--- src/rtl/npc_sim_pkg.sv ---
// Shared types and constants for the NPC simulation-halt monitor.
package npc_sim_pkg;

  typedef enum logic [1:0] {
    RUN    = 2'd0,
    DRAIN  = 2'd1,
    HALTED = 2'd2
  } state_e;

  localparam logic [1:0] TRAP_GOOD    = 2'd0;
  localparam logic [1:0] TRAP_BAD     = 2'd1;
  localparam logic [1:0] TRAP_ECALL   = 2'd2;
  localparam logic [1:0] TRAP_TIMEOUT = 2'd3;

  localparam logic [31:0] INST_EBREAK = 32'h00100073;
  localparam logic [31:0] INST_ECALL  = 32'h00000073;

  // Trap code for an instruction-triggered halt; ecall ignores a0.
  function automatic logic [1:0] inst_trap_code(input logic is_ecall, input logic a0_zero);
    if (is_ecall)     return TRAP_ECALL;
    else if (a0_zero) return TRAP_GOOD;
    else              return TRAP_BAD;
  endfunction

endpackage

--- src/rtl/npc_sat_counter.sv ---
// Up-counter that sticks at all-ones instead of wrapping.
module npc_sat_counter #(
  parameter int W = 64
) (
  input  logic         clk,
  input  logic         rst,
  input  logic         en,
  output logic [W-1:0] q
);

  logic [W-1:0] r_q;

  // Count enabled cycles, holding once the maximum value is reached.
  always_ff @(posedge clk) begin
    if (rst)                   r_q <= '0;
    else if (en && (r_q != '1)) r_q <= r_q + W'(1);
  end

  assign q = r_q;

endmodule

--- src/rtl/npc_trap_monitor.sv ---
// Simulation-halt monitor: detects ebreak/ecall/no-progress, drains, then
// parks in a sticky HALTED state reporting the trap and run statistics.
module npc_trap_monitor
  import npc_sim_pkg::*;
#(
  parameter int XLEN         = 32,
  parameter int CNT_W        = 64,
  parameter int DRAIN_CYCLES = 2,
  parameter int TIMEOUT      = 100000,
  parameter int ECALL_TRAP   = 0
) (
  input  logic             clk,
  input  logic             rst,
  input  logic [31:0]      inst,
  input  logic             inst_valid,
  input  logic [XLEN-1:0]  pc,
  input  logic [XLEN-1:0]  a0,
  output logic             halt,
  output logic             trap_valid,
  output logic [1:0]       trap_code,
  output logic [XLEN-1:0]  exit_value,
  output logic [XLEN-1:0]  trap_pc,
  output logic [CNT_W-1:0] cycle_cnt,
  output logic [CNT_W-1:0] instret_cnt
);

  // Counters only ever need to reach their terminal value.
  localparam int DRAIN_W = (DRAIN_CYCLES > 1) ? $clog2(DRAIN_CYCLES) : 1;
  localparam int WD_W    = (TIMEOUT > 1) ? $clog2(TIMEOUT) : 1;
  localparam logic [DRAIN_W-1:0] DRAIN_LAST = DRAIN_W'((DRAIN_CYCLES > 0) ? DRAIN_CYCLES - 1 : 0);
  localparam logic [WD_W-1:0]    WD_LAST    = WD_W'((TIMEOUT > 0) ? TIMEOUT - 1 : 0);

  state_e               r_state;
  state_e               w_state_next;
  logic [DRAIN_W-1:0]   r_drain;
  logic [WD_W-1:0]      r_wd;
  logic [XLEN-1:0]      r_last_pc;
  logic                 r_halt;
  logic                 r_trap_valid;
  logic [1:0]           r_trap_code;
  logic [XLEN-1:0]      r_exit_value;
  logic [XLEN-1:0]      r_trap_pc;

  logic w_run;
  logic w_retire;
  logic w_is_ebreak;
  logic w_is_ecall;
  logic w_inst_trap;
  logic w_timeout;
  logic w_drain_done;

  // Only RUN observes the CPU; inst is qualified by inst_valid before any compare.
  assign w_run        = (r_state == RUN);
  assign w_retire     = w_run && inst_valid;
  assign w_is_ebreak  = w_retire && (inst == INST_EBREAK);
  assign w_is_ecall   = w_retire && (ECALL_TRAP != 0) && (inst == INST_ECALL);
  assign w_inst_trap  = w_is_ebreak || w_is_ecall;
  // A retiring instruction clears the watchdog, so an instruction trap always wins.
  assign w_timeout    = (TIMEOUT != 0) && w_run && !inst_valid && (r_wd == WD_LAST);
  assign w_drain_done = (r_state == DRAIN) && (r_drain == DRAIN_LAST);

  // State register.
  always_ff @(posedge clk) begin
    if (rst) r_state <= RUN;
    else     r_state <= w_state_next;
  end

  // Next-state: RUN -> DRAIN (or straight to HALTED) -> HALTED, sticky until reset.
  always_comb begin
    w_state_next = r_state;
    unique case (r_state)
      RUN:     if (w_inst_trap || w_timeout)
                 w_state_next = (DRAIN_CYCLES == 0) ? HALTED : DRAIN;
      DRAIN:   if (w_drain_done) w_state_next = HALTED;
      HALTED:  w_state_next = HALTED;
      default: w_state_next = RUN;
    endcase
  end

  // halt rises with the detecting edge; trap_valid pulses on entry to HALTED.
  always_ff @(posedge clk) begin
    if (rst) begin
      r_halt       <= 1'b0;
      r_trap_valid <= 1'b0;
    end else begin
      r_halt       <= (w_state_next != RUN);
      r_trap_valid <= (r_state != HALTED) && (w_state_next == HALTED);
    end
  end

  // Drain counter restarts whenever we are not draining.
  always_ff @(posedge clk) begin
    if (rst || (r_state != DRAIN)) r_drain <= '0;
    else if (!w_drain_done)        r_drain <= r_drain + DRAIN_W'(1);
  end

  // No-progress watchdog and last retired pc, tracked only while running.
  always_ff @(posedge clk) begin
    if (rst) begin
      r_wd      <= '0;
      r_last_pc <= '0;
    end else if (w_run) begin
      if (inst_valid) begin
        r_wd      <= '0;
        r_last_pc <= pc;
      end else if (!w_timeout) begin
        r_wd      <= r_wd + WD_W'(1);
      end
    end
  end

  // Capture trap information at the detecting edge; frozen afterwards.
  always_ff @(posedge clk) begin
    if (rst) begin
      r_trap_code  <= TRAP_GOOD;
      r_exit_value <= '0;
      r_trap_pc    <= '0;
    end else if (w_inst_trap) begin
      r_trap_code  <= inst_trap_code(w_is_ecall, (a0 == '0));
      r_exit_value <= a0;
      r_trap_pc    <= pc;
    end else if (w_timeout) begin
      r_trap_code  <= TRAP_TIMEOUT;
      r_exit_value <= '0;
      r_trap_pc    <= r_last_pc;
    end
  end

  npc_sat_counter #(.W(CNT_W)) u_cycle_cnt (
    .clk (clk),
    .rst (rst),
    .en  (r_state != HALTED),
    .q   (cycle_cnt)
  );

  npc_sat_counter #(.W(CNT_W)) u_instret_cnt (
    .clk (clk),
    .rst (rst),
    .en  (w_retire),
    .q   (instret_cnt)
  );

  assign halt       = r_halt;
  assign trap_valid = r_trap_valid;
  assign trap_code  = r_trap_code;
  assign exit_value = r_exit_value;
  assign trap_pc    = r_trap_pc;

endmodule

--- config.mk ---
export PLATFORM = sky130hd
export DESIGN_NAME = npc_trap_monitor
export DESIGN_NICKNAME = d
export VERILOG_FILES = /design/src/rtl/npc_sim_pkg.sv /design/src/rtl/npc_sat_counter.sv /design/src/rtl/npc_trap_monitor.sv
export SDC_FILE = /design/constraint.sdc
export NUM_CORES = 1
export LEC_CHECK = 0
export ABC_AREA = 1
export BUFFER_PORTS_ARGS = -buffer_cell sky130_fd_sc_hd__buf_4
export CAP_MARGIN = 20
export CELL_PAD_IN_SITES_DETAIL_PLACEMENT = 1
export CELL_PAD_IN_SITES_GLOBAL_PLACEMENT = 2
export CORE_MARGIN = 4
export CORE_UTILIZATION = 29
export CTS_CLUSTER_DIAMETER = 100
export CTS_CLUSTER_SIZE = 25
export DETAILED_ROUTE_END_ITERATION = 12
export PLACE_DENSITY_LB_ADDON = 0.3
export SLEW_MARGIN = 20
export SYNTH_ARGS = -nofsm -noshare
export SYNTH_HDL_FRONTEND = slang
export SYNTH_HIERARCHICAL = 1
export SYNTH_SLANG_ARGS = --single-unit
--- constraint.sdc ---
create_clock -name clk -period 2.3 [get_ports clk]
set_input_delay 0.345 -clock clk [delete_from_list [all_inputs] [get_ports clk]]
set_output_delay 0.345 -clock clk [all_outputs]
set_load 0.005 [all_outputs]
==> summary.md, run 1 <==
The number of antenna violations at the first check in global routing was 1; the initial standard-cell utilization of the core was 29.5%. Setup violations remaining at the end of the flow were counted as 0. Summing internal, switching and leakage power gives 8100 µW. The synthesized netlist devotes 8.94% of its cell area to compound gates.

The critical path's slowest cell was sky130_fd_sc_hd__dfxtp_1. The master cell of the clock root buffer is sky130_fd_sc_hd__clkbuf_16. Buffers added to address setup during post-CTS repair amount to 0.

Leading register cell type out of synthesis: sky130_fd_sc_hd__dfxtp_1. The width of the die came out at 232 µm. Pin placement for this block handled 295 I/O pins. For the core box area, the log shows 49200 µm². The number of flops mapped to enable cells by yosys is 0. The final count of pins violating max slew was 0. The tools report the overall routing resource usage as 21.1%.

The first detailed-routing pass took 5 iterations. The post-place instance area came out at 17600 µm². In this run the vertical extent of the chip is 232 µm. The worst setup path is launched from a flop. The largest family of logic cells by synthesized area is simple AND/OR/NAND/NOR gates. The ratio of total power to cell area came out at 446 nW/µm². In this run the static leakage power is 0.00761 µW.

The clock edge transition at the registers on the reported setup and hold paths was 100 ps. Detailed placement finished with a half-perimeter wire length of 45900 µm. For this run, asynchronously set or reset flops after synthesis account for 0%.

The synthesized netlist occupies a cell area of 14500 µm². The setup check on the worst reg-to-reg path leaves a slack of 160 ps. For this design, the sink count on the clock tree is 248. Setup repair after global routing left no endpoint under its margin.

The die covers 53600 µm². The post-layout minimum cycle time works out to 2140 ps. The area share of and/or/nand/nor cells after synthesis is 46.9%, and the average detailed-routed wire length per instance is 17.8 µm. Summing the areas of all fa, ha and maj instances in the mapped netlist gives 0.259% of the synthesized area. The data required time at the worst endpoint was 2710 ps. For the via count of the first global-routing pass, the log shows 16300. The detailed router finished its first iteration with 777 violations. Yosys mapped the design onto 35 distinct sky130hd cell types. The final route contains 16200 vias. Clock skew on the completed layout was measured at 12.0 ps. The tools report the buffer levels on the longest clock path as 3. The startpoint identified for the worst register-to-register timing path is u_instret_cnt/q[0]$_SDFFE_PP0P_. The maximum number of pins on one net before global-route repair was 73. The post-route netlist has 19.9% of its cells at a drive strength greater than 1. The biggest fanout along the worst timing path was 6.

For the final hold violation count, the log shows 0. The worst setup path is captured at a flop. The number of warning messages in the yosys log came out at 6. The run gives 28900 µm as the routed length on met2. The worst hold path begins at a0[22].

The biggest area contributor in the post-synthesis netlist is sky130_fd_sc_hd__dfxtp_1. The total negative setup slack was 0 ps; the number of cell instances on the worst register-to-register path was 10. The critical path starts at u_instret_cnt/q[0]$_SDFFE_PP0P_. For this run, the share of the core covered by cells in the final layout is 37.0%. Top routing layer in use: met4. Sequential cells were found to cover 34.3% of the synthesized design area. In the finished design, the share of the clock period the worst path needs comes to 93.2%. The portion of synthesized area spent on multiplexers is 0%. The logs give 0 for the max-capacitance violation count and 0 for the post-route antenna net violation count. VDD sags by at most 0.384 mV. For this run, the top clock speed supported by timing is 466 MHz. Instance count along the most critical hold path: 3. The kind of critical path was reg2reg. For the pin with the worst max-slew slack, the measured transition is 726 ps. Wires add up to 58900 µm. The run finished with clean final reports. The clock reaches the later pin of the worst-skew pair after 530 ps.

The worst register-to-register path ends at u_instret_cnt/q[48]$_SDFFE_PP0P_. Leaving out fill and tap cells, the most frequent cells in the layout are sky130_fd_sc_hd__nand2_1, sky130_fd_sc_hd__nor2_1, sky130_fd_sc_hd__buf_4. The remaining global-route overflow is 0, and the layout overhead on the synthesized area is 25.4%. The tools report the routed length on met1 as 26400 µm. In the routed layout, each cell is associated on average with a via count of 4.90. In this run, post-CTS repair resized a total of 0 instances.

The share of the synthesized netlist area taken by xor and xnor gates came out at 0.544%. Broken down by cell family, the worst path's largest delay share belongs to simple AND/OR/NAND/NOR gates. The most numerous cell type found on the critical path is sky130_fd_sc_hd__nand2_1. The final RePlAce weighted congestion is 0.897. The longest individual stage delay on the worst path is 430 ps. Wire segments on met3 add up to 2570 µm in the final route. After detailed routing, the number of remaining DRC violations is 0.

The synthesized design devotes to its leading area cell type 34.3% of total area. The number of port buffers is 294, and the final instance area is 18200 µm². In this run, CTS created clock tree buffers numbering 16.

Number of hold buffers added after CTS: 0. Data on the critical path arrives at its endpoint at 2560 ps. The number of nets in the finished design was 2736. Counting flops and latches in the post-synthesis netlist gives 248.

Leaving out fill and tap cells, the most frequent cell in the layout is sky130_fd_sc_hd__nand2_1. Together, buffers and inverters on the worst path number 0. TritonCTS built the clock tree. The floorplan has 81 rows. The min-delay analysis places its worst path in the category in2reg. Traced cell by cell, the critical path runs through ha_1 -> nand2_1 -> nor2_4 -> nand2_4 -> nor2_8 -> nand2_1 -> nor2_1 -> nand4_1 -> nand2_1 -> nor2_1. The remaining max-slew budget at the tightest pin came out at 51.6%.

Dividing the synthesized area by the synthesized cell count gives 6.20 µm². The number of nets in the synthesized netlist is 2438. The worst hold path terminates at exit_value[22]$_SDFFE_PP0P_. The tools report the count of H-tree levels built during CTS as 1.

By area the synthesized netlist is led by sky130_fd_sc_hd__dfxtp_1, sky130_fd_sc_hd__nand2_1, sky130_fd_sc_hd__nor2_1. The number of antenna diodes in the final layout is 0. The wire length of the first global-routing pass is 91400 µm.

Counting every instance in the synthesized netlist gives 2336.
==> Yosys cell counts, types with 19 or more instances <==
library cell	count
sky130_fd_sc_hd__nand2_1	571
sky130_fd_sc_hd__nor2_1	548
sky130_fd_sc_hd__dfxtp_1	248
sky130_fd_sc_hd__nand3_1	222
sky130_fd_sc_hd__inv_1	201
sky130_fd_sc_hd__a21oi_1	140
sky130_fd_sc_hd__o21ai_0	73
sky130_fd_sc_hd__nand4_1	52
sky130_fd_sc_hd__clkbuf_1	32
sky130_fd_sc_hd__nor2_2	30
sky130_fd_sc_hd__nand2_2	21
sky130_fd_sc_hd__buf_6	20
sky130_fd_sc_hd__nor2_4	19
==> routing by layer <==
metal  up-vias  global-route usage [%]
met2       291                    37.7
met3        56                    3.20
met5         -                       0
li1       8014                       -
met1      7838                    27.0
met4         0                    4.04
==> per-stage QoR <==
stage | cells | setup slack [ps] | hold slack, ps
finish | 3307 | 156 | 95.5
global route | 3307 | 3.97 | 74.2
CTS | 3307 | 42.7 | 66.3
detailed placement | 3280 | 78.3 | 447
global placement | 3280 | 153 | 440
floorplan | 2336 | 528 | 430
==> worst max path at each step <==
stage,endpoint,slack [ps],depth (start not counted)
3_3_place_gp,u_instret_cnt/q[26]$_SDFFE_PP0P_,150,10
6_report,u_instret_cnt/q[48]$_SDFFE_PP0P_,160,10
4_1_cts,u_instret_cnt/q[26]$_SDFFE_PP0P_,40,11
2_1_floorplan,u_cycle_cnt/q[53]$_SDFFE_PP0P_,530,10
3_5_place_dp,u_instret_cnt/q[26]$_SDFFE_PP0P_,80,11
5_1_grt,u_instret_cnt/q[26]$_SDFFE_PP0P_,4,11
==> registers in the layout, summed over array words and instances, names as in the netlist <==
name	cells
u_cycle_cnt/q	64
r_drain	1
trap_pc	32
trap_code	2
r_last_pc	32
u_instret_cnt/q	64
trap_valid	1
exit_value	32
r_wd	17
r_state	2
halt	1
==> report_power, final <==
part	switching (µW)	internal [µW]
clock	1820	1460
sequential	22.8	4340
combinational	268	199
==> cells by family (layout without fill, tap and decap cells) <==
kind of cell,count (synthesis),after routing
AND/OR/NAND/NOR,1535,1535
buffers and inverters,298,605
flip-flops,248,248
AO/OA/AOI/OAI,243,243
XOR/XNOR,9,9
adder cells (fa/ha/maj),3,3
==> worst min-delay path: cells and delay by family <==
kind                   cells  cell delay (ps)
and+or+nand+nor            1               70
AOI/OAI and AO/OA          1               60
buffers and inverters      1              110
==> layout make-up <==
type,instances,area (µm²)
multi-input cells,1790,8230
fillers,6423,31000
repair buffers,365,2800
well taps,664,831
flip-flops and latches,248,4970
clock inverters,9,96.3
clock buffers,18,439
inverters,213,800
No activity file was read; power rests on OpenSTA's default activity.
==> run 2: changes to the inputs <==
--- a/config.mk
+++ b/config.mk
@@ -10,6 +10,7 @@
 export CAP_MARGIN = 20
 export CELL_PAD_IN_SITES_DETAIL_PLACEMENT = 1
 export CELL_PAD_IN_SITES_GLOBAL_PLACEMENT = 2
+export CORE_ASPECT_RATIO = 0.8
 export CORE_MARGIN = 4
 export CORE_UTILIZATION = 29
 export CTS_CLUSTER_DIAMETER = 100
==> run 2 against run 1 <==
Effect of this change:
- routed wire length is 1.3% higher
- sequential share of layout area is 0.050 points lower
- via count is 0.12% higher
- sequential cell count stayed put
==> summary.md, run 2 (synthesized netlist as in run 1, its figures left out) <==
The logs give 809 (+4.1%) for the count of routing violations after the opening detailed-route iteration and 53600 µm² (about the same) for the die outline area. The number of cell instances on the worst register-to-register path is 11 (+1), and the vias per cell is 4.90 (about the same). The routed wire length is 59700 µm (+1.3%). The final count of negative-setup-slack endpoints is 0 (unchanged), and the clock edge transition at the registers on the reported setup and hold paths is 100 ps (about the same). The tools report the via count of the first global-routing pass as 16200 (-0.71%).

Setup repair after global routing left no endpoint under its margin. The longest individual stage delay on the worst path is 430 ps (about the same). The number of filler instances in the final layout was 6405 (-0.28%); the highest ir drop seen on vdd was 0.401 mV (+4.2%). Ratio of cells with drive above 1 in the final layout: 19.8% (about the same).

Counting stages on the worst path, the most repeated cell is sky130_fd_sc_hd__nand2_4. The ratio of total power to cell area was 450 nW/µm² (+0.92%). The tools report the residual DRC count as 0 (unchanged).

The initial standard-cell utilization of the core is 29.7% (+0.20 points). The layout overhead on the synthesized area was 25.6%. The buffer levels on the longest clock path is 3 (unchanged), and the final count of pins violating max slew is 0 (unchanged). The run gives 0 (unchanged) as the total setup buffers inserted after CTS. The design internal power was 6080 µW (+1.4%). The library cell used most frequently in the layout, excluding fill and tap cells, is sky130_fd_sc_hd__nand2_1.

The top cell types in the final layout, fill and taps aside, are sky130_fd_sc_hd__nand2_1, sky130_fd_sc_hd__nor2_1, sky130_fd_sc_hd__buf_4. The logs give 2750 ps (+40 ps) for the data required time at the worst endpoint and 2739 (+0.11%) for the number of nets in the finished design. The run gives 0 (unchanged) as the final hold violation count. The max-capacitance violation count came out at 0 (unchanged).

The worst setup path is of the reg2reg kind. The tools report the remaining max-slew budget at the tightest pin as 54.2% (+2.5 points). The arrival time at the worst endpoint was 2560 ps (about the same); the final RePlAce weighted congestion was 0.890 (-0.77%). Switching share of power: 25.7% (-0.25 points). The sequential standard cell area was 4960 µm² (about the same). The signal on the critical path passes through ha_1 -> nand2_1 -> nor2_4 -> nand2_4 -> nor2_8 -> nand2_4 -> inv_2 -> nand2_4 -> nand2_2 -> nand2_1 -> a21oi_2. The portion of the clock cycle consumed by the worst path in the final layout came out at 91.8% (-1.4 points). Width of the die: 258 µm (+11%).

The flow ran to the end, and the final reports show no timing, DRC or antenna violations. The worst reg-to-reg setup slack came out at 190 ps (+30 ps). TritonCTS built the clock tree. The post-layout minimum cycle time was 2110 ps (-32.1 ps). The run gives 48800 µm² (-0.66%) as the core box area. The tools report the number of detailed-routing iterations run before antenna repair as 4 (-1). For the total number of vias, the log shows 16200 (+0.12%). The classification of the worst-slack hold path was in2reg. Endpoint class of the critical path: a flop. The overall routing resource usage is 21.3% (+0.24 points), and the number of port buffers is 294 (unchanged). The switching power was 2110 µW (+0.11%). The tools report the number of antenna violations at the first check in global routing as 1 (unchanged).

For the number of hold buffers added after CTS, the log shows 0 (unchanged). The maximum number of pins on one net before global-route repair was 79 (+8.2%); the average detailed-routed wire length per instance was 18.0 µm (+1.2%). The number of clock sinks was 248 (unchanged); the I/O pin count was 295 (unchanged). Sequential cell fraction of total power: 53.3% (-0.6 points). The critical path ends at u_cycle_cnt/q[13]$_SDFFE_PP0P_. For the total negative setup slack, the log shows 0 ps (unchanged). The biggest fanout along the worst timing path was 15 (+9); the die height was 208 µm (-10%).

The overall power after layout is 8190 µW (+1.1%), and the static leakage is 0.00763 µW (+0.26%). The detailed placer's ending HPWL came out at 47000 µm (+2.3%). The worst reg2reg path startpoint is u_cycle_cnt/q[0]$_SDFFE_PP0P_. The logs give 474 MHz (+1.5%) for the fmax and 93000 µm (+1.7%) for the wire length of the first global-routing pass. For the part of the total power dissipated in the clock network, the log shows 40.9% (+0.5 points). The startpoint kind of the worst setup timing path was a flop. The number of placement rows was 72 (-11%); the part of the power in combinational logic was 5.8% (about the same). The run gives 530 ps (about the same) as the later-pin clock latency in the skew report.

The tools report the endpoint of the most critical register-to-register path as u_cycle_cnt/q[13]$_SDFFE_PP0P_. For the post-route antenna net violation count, the log shows 0 (unchanged). The critical path's slowest cell is sky130_fd_sc_hd__dfxtp_1. Clock tree synthesis selected as its root buffer the cell sky130_fd_sc_hd__clkbuf_16. Number of CTS-inserted buffers: 16 (unchanged).

In this run the worst setup path begins at u_cycle_cnt/q[0]$_SDFFE_PP0P_. The transition time of the tightest slew-check pin is 687 ps (-38.2 ps), and the count of H-tree levels built during CTS is 1 (unchanged). The run gives 8220 µm² (about the same) as the total area of multi-input combinational cells.

The worst clock skew came out at 34.3 ps (+22.4 ps). The remaining global-route overflow is 0 (unchanged). The number of resized instances in the post-cts repair step is 0 (unchanged).
[run 2: power by group through the flow]
stage / sequential, µW / clock [µW] / combinational, µW
global route: 4370 / 3640 / 537
CTS: 4370 / 3520 / 484
global placement: 4460 / 0 / 467
finish: 4360 / 3350 / 477
detailed placement: 4460 / 0 / 482
floorplan: 4460 / 0 / 236
[run 2: worst min-delay path by stage]
stage / from / to / slack, ps / depth (start not counted)
final: a0[0] / exit_value[0]$_SDFFE_PP0P_ / 90 / 3
after global routing: a0[11] / exit_value[11]$_SDFFE_PP0P_ / 80 / 3
after CTS: pc[30] / trap_pc[30]$_SDFFE_PP0P_ / 60 / 3
after detailed placement: r_last_pc[23]$_SDFFE_PP0P_ / r_last_pc[23]$_SDFFE_PP0P_ / 450 / 2
after global placement: r_last_pc[21]$_SDFFE_PP0P_ / r_last_pc[21]$_SDFFE_PP0P_ / 440 / 2
after floorplan: r_last_pc[19]$_SDFFE_PP0P_ / r_last_pc[19]$_SDFFE_PP0P_ / 430 / 2
[run 2: cell type report]
cell class	count	share of cell area, %
multi-input combinational	1790	45.2
sequential	248	27.3
timing repair buffer	368	15.5
tap	666	4.58
inverter	213	4.39
clock buffer	17	2.34
clock inverter	9	0.660
antenna	1	0.0138
[run 2: per-layer routing]
| metal | vias to the layer above | global-route usage [%] | share of wire, % |
|---|---|---|---|
| li1 | 8014 | - | - |
| met1 | 7879 | 29.2 | 47 |
| met2 | 271 | 36.0 | 47 |
| met3 | 55 | 3.27 | 4.5 |
| met4 | 0 | 3.96 | 1.8 |
| met5 | - | 0 | 0 |
[run 2: critical path, delay by kind of cell (launching register included)]
| family | cells | cell delay (ps) |
|---|---|---|
| buffers and inverters | 1 | 70 |
| adder cells (fa/ha/maj) | 1 | 230 |
| AND/OR/NAND/NOR | 8 | 1160 |
| AO/OA/AOI/OAI | 1 | 130 |
| flip-flops | 1 | 430 |
[run 2: metrics by stage]
stage	worst slack, ps	cell area [µm²]	instances	hold slack [ps]	util (%)
floorplan	528	14500	2336	430	-
global placement	208	17600	3285	440	36.1
detailed placement	145	17600	3285	448	36.1
CTS	109	18200	3311	60.5	37.2
global route	14.7	18200	3312	79.4	37.3
finish	188	18200	3312	93.1	37.3
==> run 3: changes to the inputs <==
--- a/config.mk
+++ b/config.mk
@@ -5,14 +5,13 @@
 export SDC_FILE = /design/constraint.sdc
 export NUM_CORES = 1
 export LEC_CHECK = 0
-export ABC_AREA = 1
 export BUFFER_PORTS_ARGS = -buffer_cell sky130_fd_sc_hd__buf_4
 export CAP_MARGIN = 20
 export CELL_PAD_IN_SITES_DETAIL_PLACEMENT = 1
 export CELL_PAD_IN_SITES_GLOBAL_PLACEMENT = 2
 export CORE_ASPECT_RATIO = 0.8
 export CORE_MARGIN = 4
-export CORE_UTILIZATION = 29
+export CORE_UTILIZATION = 30
 export CTS_CLUSTER_DIAMETER = 100
 export CTS_CLUSTER_SIZE = 25
 export DETAILED_ROUTE_END_ITERATION = 12
==> run 3 against run 2 <==
Effect of this change:
- via count is 28% lower
- count of clock-buffer cells in the layout is 2 lower
- synthesized cell count is 40% lower
- first-iteration DRC count is 43% lower
- register-to-register slack worse by 50 ps
- largest power group unchanged
- sequential power hardly changed
- sequential cell count stayed put
- critical path depth is 4 lower
- critical endpoint is now u_cycle_cnt/q[62]$_SDFFE_PP0P_
- non-clock buffer count is 69 higher
==> summary.md, run 3 <==
The transition time of the tightest slew-check pin works out to 480 ps (-208 ps). CTS placed an instance of sky130_fd_sc_hd__clkbuf_16 at the clock tree root. For the initial standard-cell utilization of the core, the log shows 30.7% (+1.0 points).

Post-layout minimum cycle time: 2170 ps (+54.3 ps). The path class of the tightest hold or removal check is in2reg. The gate count after technology mapping was 1406 (-40%); the net count of the mapped netlist was 1508 (-38%).

The run finished with clean final reports. The total instance count after detailed placement is 2287 (-30%). The maximum number of pins on one net before global-route repair was 69 (-13%); the ratio of cells with drive above 1 in the final layout was 32.6% (+13 points). For the later-pin clock latency in the skew report, the log shows 500 ps (-30 ps).

The number of hold buffers added after CTS is 0 (unchanged). The run gives 2600 ps (+40 ps) as the arrival time at the worst endpoint. The logs give 41600 µm (-30%) for the routed wire length and 462 (-43%) for the count of routing violations after the opening detailed-route iteration.

The leading register cell type out of synthesis was sky130_fd_sc_hd__dfxtp_1. The data required time at the worst endpoint is 2730 ps (-20 ps). The final count of pins violating max slew is 0 (unchanged). The core box area is 38700 µm² (-21%), and the number of clock sinks is 248 (unchanged).

The run gives 5840 µW (-3.9%) as the design internal power. The tools report the wire length of the first global-routing pass as 65200 µm (-30%). The number of antenna violations at the first check in global routing was 0 (-1). The overall power after layout is 7640 µW (-6.7%). TritonCTS built the clock tree.

Highest ir drop seen on vdd: 0.353 mV (-12%). Leaving out fill and tap cells, the most frequent cell in the layout is sky130_fd_sc_hd__buf_4. The number of different library cells in the post-synthesis netlist is 66 (+89%). The share of synthesized registers carrying an async set or reset works out to 0% (unchanged). In this run the critical register-to-register path is captured at u_cycle_cnt/q[62]$_SDFFE_PP0P_. The clock edge transition at the registers on the reported setup and hold paths is 110 ps (about the same), and the count of H-tree levels built during CTS is 1 (unchanged).

The worst setup path is launched from a flop. The logs give 0 (unchanged) for the residual DRC count and 4980 µm² (+0.23%) for the sequential standard cell area. The top cell types in the final layout, fill and taps aside, are sky130_fd_sc_hd__buf_4, sky130_fd_sc_hd__dfxtp_1, sky130_fd_sc_hd__nand2_1. Number of flops mapped to enable cells by yosys: 0 (unchanged). The part of the total power dissipated in the clock network is 37.6% (-3.3 points), and the biggest fanout along the worst timing path is 5 (-10). The register bit count reported by yosys was 248 (unchanged); the number of cell instances on the worst register-to-register path was 7 (-4). The total area of multi-input combinational cells is 6580 µm² (-20%), and the total number of vias is 11800 (-28%). The width of the die came out at 231 µm (-11%). Average instance area after synthesis: 8.45 µm² (+36%).

Setup repair after global routing could not meet its margin everywhere. The tools report the part of the power in combinational logic as 5.5% (-0.3 points). The number of placement rows is 64 (-11%), and the layout overhead on the synthesized area is 36.0%.

The library cell occupying the most area in the post-synthesis netlist is sky130_fd_sc_hd__dfxtp_1. For the number of CTS-inserted buffers, the log shows 14 (-2). The tools report the endpoint class of the critical path as a flop. The tools report the max-capacitance violation count as 0 (unchanged). For the buffer levels on the longest clock path, the log shows 3 (unchanged).

The final hold violation count was 0 (unchanged). The number of standard cells in the final layout excluding fillers was 2310 (-30%). The ratio of total power to cell area was 473 nW/µm² (+5.1%). The average detailed-routed wire length per instance is 18.0 µm (-0.19%). Static leakage: 0.00647 µW (-15%). The remaining max-slew budget at the tightest pin was 67.8% (+14 points). The critical path is of the reg2reg type.

The logs give 462 MHz (-2.5%) for the fmax and 6 (unchanged) for the number of warning messages in the yosys log. Die height: 186 µm (-11%). In this run the worst setup path begins at u_cycle_cnt/q[13]$_SDFFE_PP0P_. The switching share of power came out at 23.5% (-2.2 points).

By area the synthesized netlist is led by sky130_fd_sc_hd__dfxtp_1, sky130_fd_sc_hd__nand2_1, sky130_fd_sc_hd__a21oi_1. The vias per cell was 5.09 (+3.9%); the number of nets in the finished design was 1882 (-31%). Number of filler instances in the final layout: 4639 (-28%).

The die outline area was 42900 µm² (-20%). Number of antenna repair diodes: 0 (-1). For the final RePlAce weighted congestion, the log shows 0.793 (-11%).

The worst setup path endpoint was u_cycle_cnt/q[62]$_SDFFE_PP0P_. The tools report the sequential cell fraction of total power as 57.0% (+3.7 points). The area of the mapped netlist is 11900 µm² (-18%).

The via count of the first global-routing pass is 12000 (-26%), and the portion of the clock cycle consumed by the worst path in the final layout is 94.2% (+2.4 points). The worst register-to-register path begins at u_cycle_cnt/q[13]$_SDFFE_PP0P_. The commonest cells after synthesis are sky130_fd_sc_hd__dfxtp_1, sky130_fd_sc_hd__nand2_1, sky130_fd_sc_hd__nor2_1. The share of Yosys cell area claimed by the top area cell type is 41.8% (+7.5 points), and the worst reg-to-reg setup slack is 130 ps (-50 ps). The worst clock skew is 32.6 ps (-1.76 ps).

Number of detailed-routing iterations run before antenna repair: 5 (+1). The final count of negative-setup-slack endpoints was 0 (unchanged); the remaining global-route overflow was 0 (unchanged). The I/O pin count was 295 (unchanged); the switching power was 1800 µW (-15%). Among all cell types in the netlist, the one instantiated most often is sky130_fd_sc_hd__dfxtp_1.

The number of port buffers came out at 294 (unchanged). The instance count along the most critical hold path is 3 (unchanged), and the overall routing resource usage is 18.3% (-3.0 points). The logs give 41.8% (+7.5 points) for the post-synthesis sequential area ratio and 31000 µm (-34%) for the detailed placer's ending HPWL. For the post-route antenna net violation count, the log shows 0 (unchanged).
run 3: timing repair:
item,CTS,global route
endpoints found under the setup margin,2,34
pin swaps,0,8
setup buffers,0,5
gates resized for setup,2,43
cloned,0,0
run 3: final cells by class:
type | instances | area share [%]
clock inverters | 3 | 0.356
multi-input cells | 1053 | 40.7
inverters | 26 | 0.635
repair buffers | 437 | 21.1
flip-flops and latches | 248 | 30.8
well taps | 528 | 4.09
clock buffers | 15 | 2.32
run 3: power by group through the flow:
stage,clock [µW],sequential [µW],combinational (µW)
4_1_cts,3000,4360,421
6_report,2870,4360,417
3_5_place_dp,0,4450,421
3_3_place_gp,0,4450,412
5_1_grt,3160,4360,461
2_1_floorplan,0,4450,161
run 3: cells by family (layout without fill, tap and decap cells):
kind of cell             count (synthesis)  after routing  share of synthesized area (%)
multiplexers                            24             24                           2.44
buffers and inverters                  105            481                           4.26
flip-flops                             248            248                           41.8
XOR/XNOR                                61             61                           4.50
AND/OR/NAND/NOR                        722            722                           32.3
AO/OA/AOI/OAI                          243            243                           14.4
adder cells (fa/ha/maj)                  3              3                          0.316
run 3: worst max-delay path, cell delays in order, from the launching register on:
cell                      delay [ps]
sky130_fd_sc_hd__dfxtp_1         400
sky130_fd_sc_hd__nand4_4         180
sky130_fd_sc_hd__nor4_4          370
sky130_fd_sc_hd__and4_4          290
sky130_fd_sc_hd__buf_4           150
sky130_fd_sc_hd__nand3_1         140
sky130_fd_sc_hd__or4_1           430
sky130_fd_sc_hd__a21oi_1         150
run 3: layer usage:
layer / vias to the layer above / part of all wire, % / GRT usage [%]
met4: 0 / 1.7 / 3.56
li1: 5773 / - / -
met2: 174 / 48 / 30.9
met5: - / 0 / 0
met3: 47 / 3.9 / 3.49
met1: 5762 / 46 / 24.7
run 3: per-stage QoR:
stage                     setup WS, ps  instance area, µm²  hold WS (ps)  setup TNS, ps  util (%)
after global routing             -31.2               16200          65.8          -36.6      41.8
after detailed placement          19.7               15500           447              0      40.1
final                              134               16200          92.9              0      41.8
after global placement            23.6               15500           443              0      40.1
after floorplan                   35.2               11900           428              0         -
after CTS                         23.2               16000          65.5              0      41.2
run 3: worst min path at each step:
stage	from	endpoint	slack, ps
after floorplan	rst	r_drain$_SDFFE_PP0N_	430
after global placement	r_last_pc[28]$_SDFFE_PP0P_	r_last_pc[28]$_SDFFE_PP0P_	440
after detailed placement	r_last_pc[12]$_SDFFE_PP0P_	r_last_pc[12]$_SDFFE_PP0P_	450
after CTS	pc[12]	r_last_pc[12]$_SDFFE_PP0P_	70
after global routing	pc[14]	r_last_pc[14]$_SDFFE_PP0P_	70
final	pc[12]	r_last_pc[12]$_SDFFE_PP0P_	90
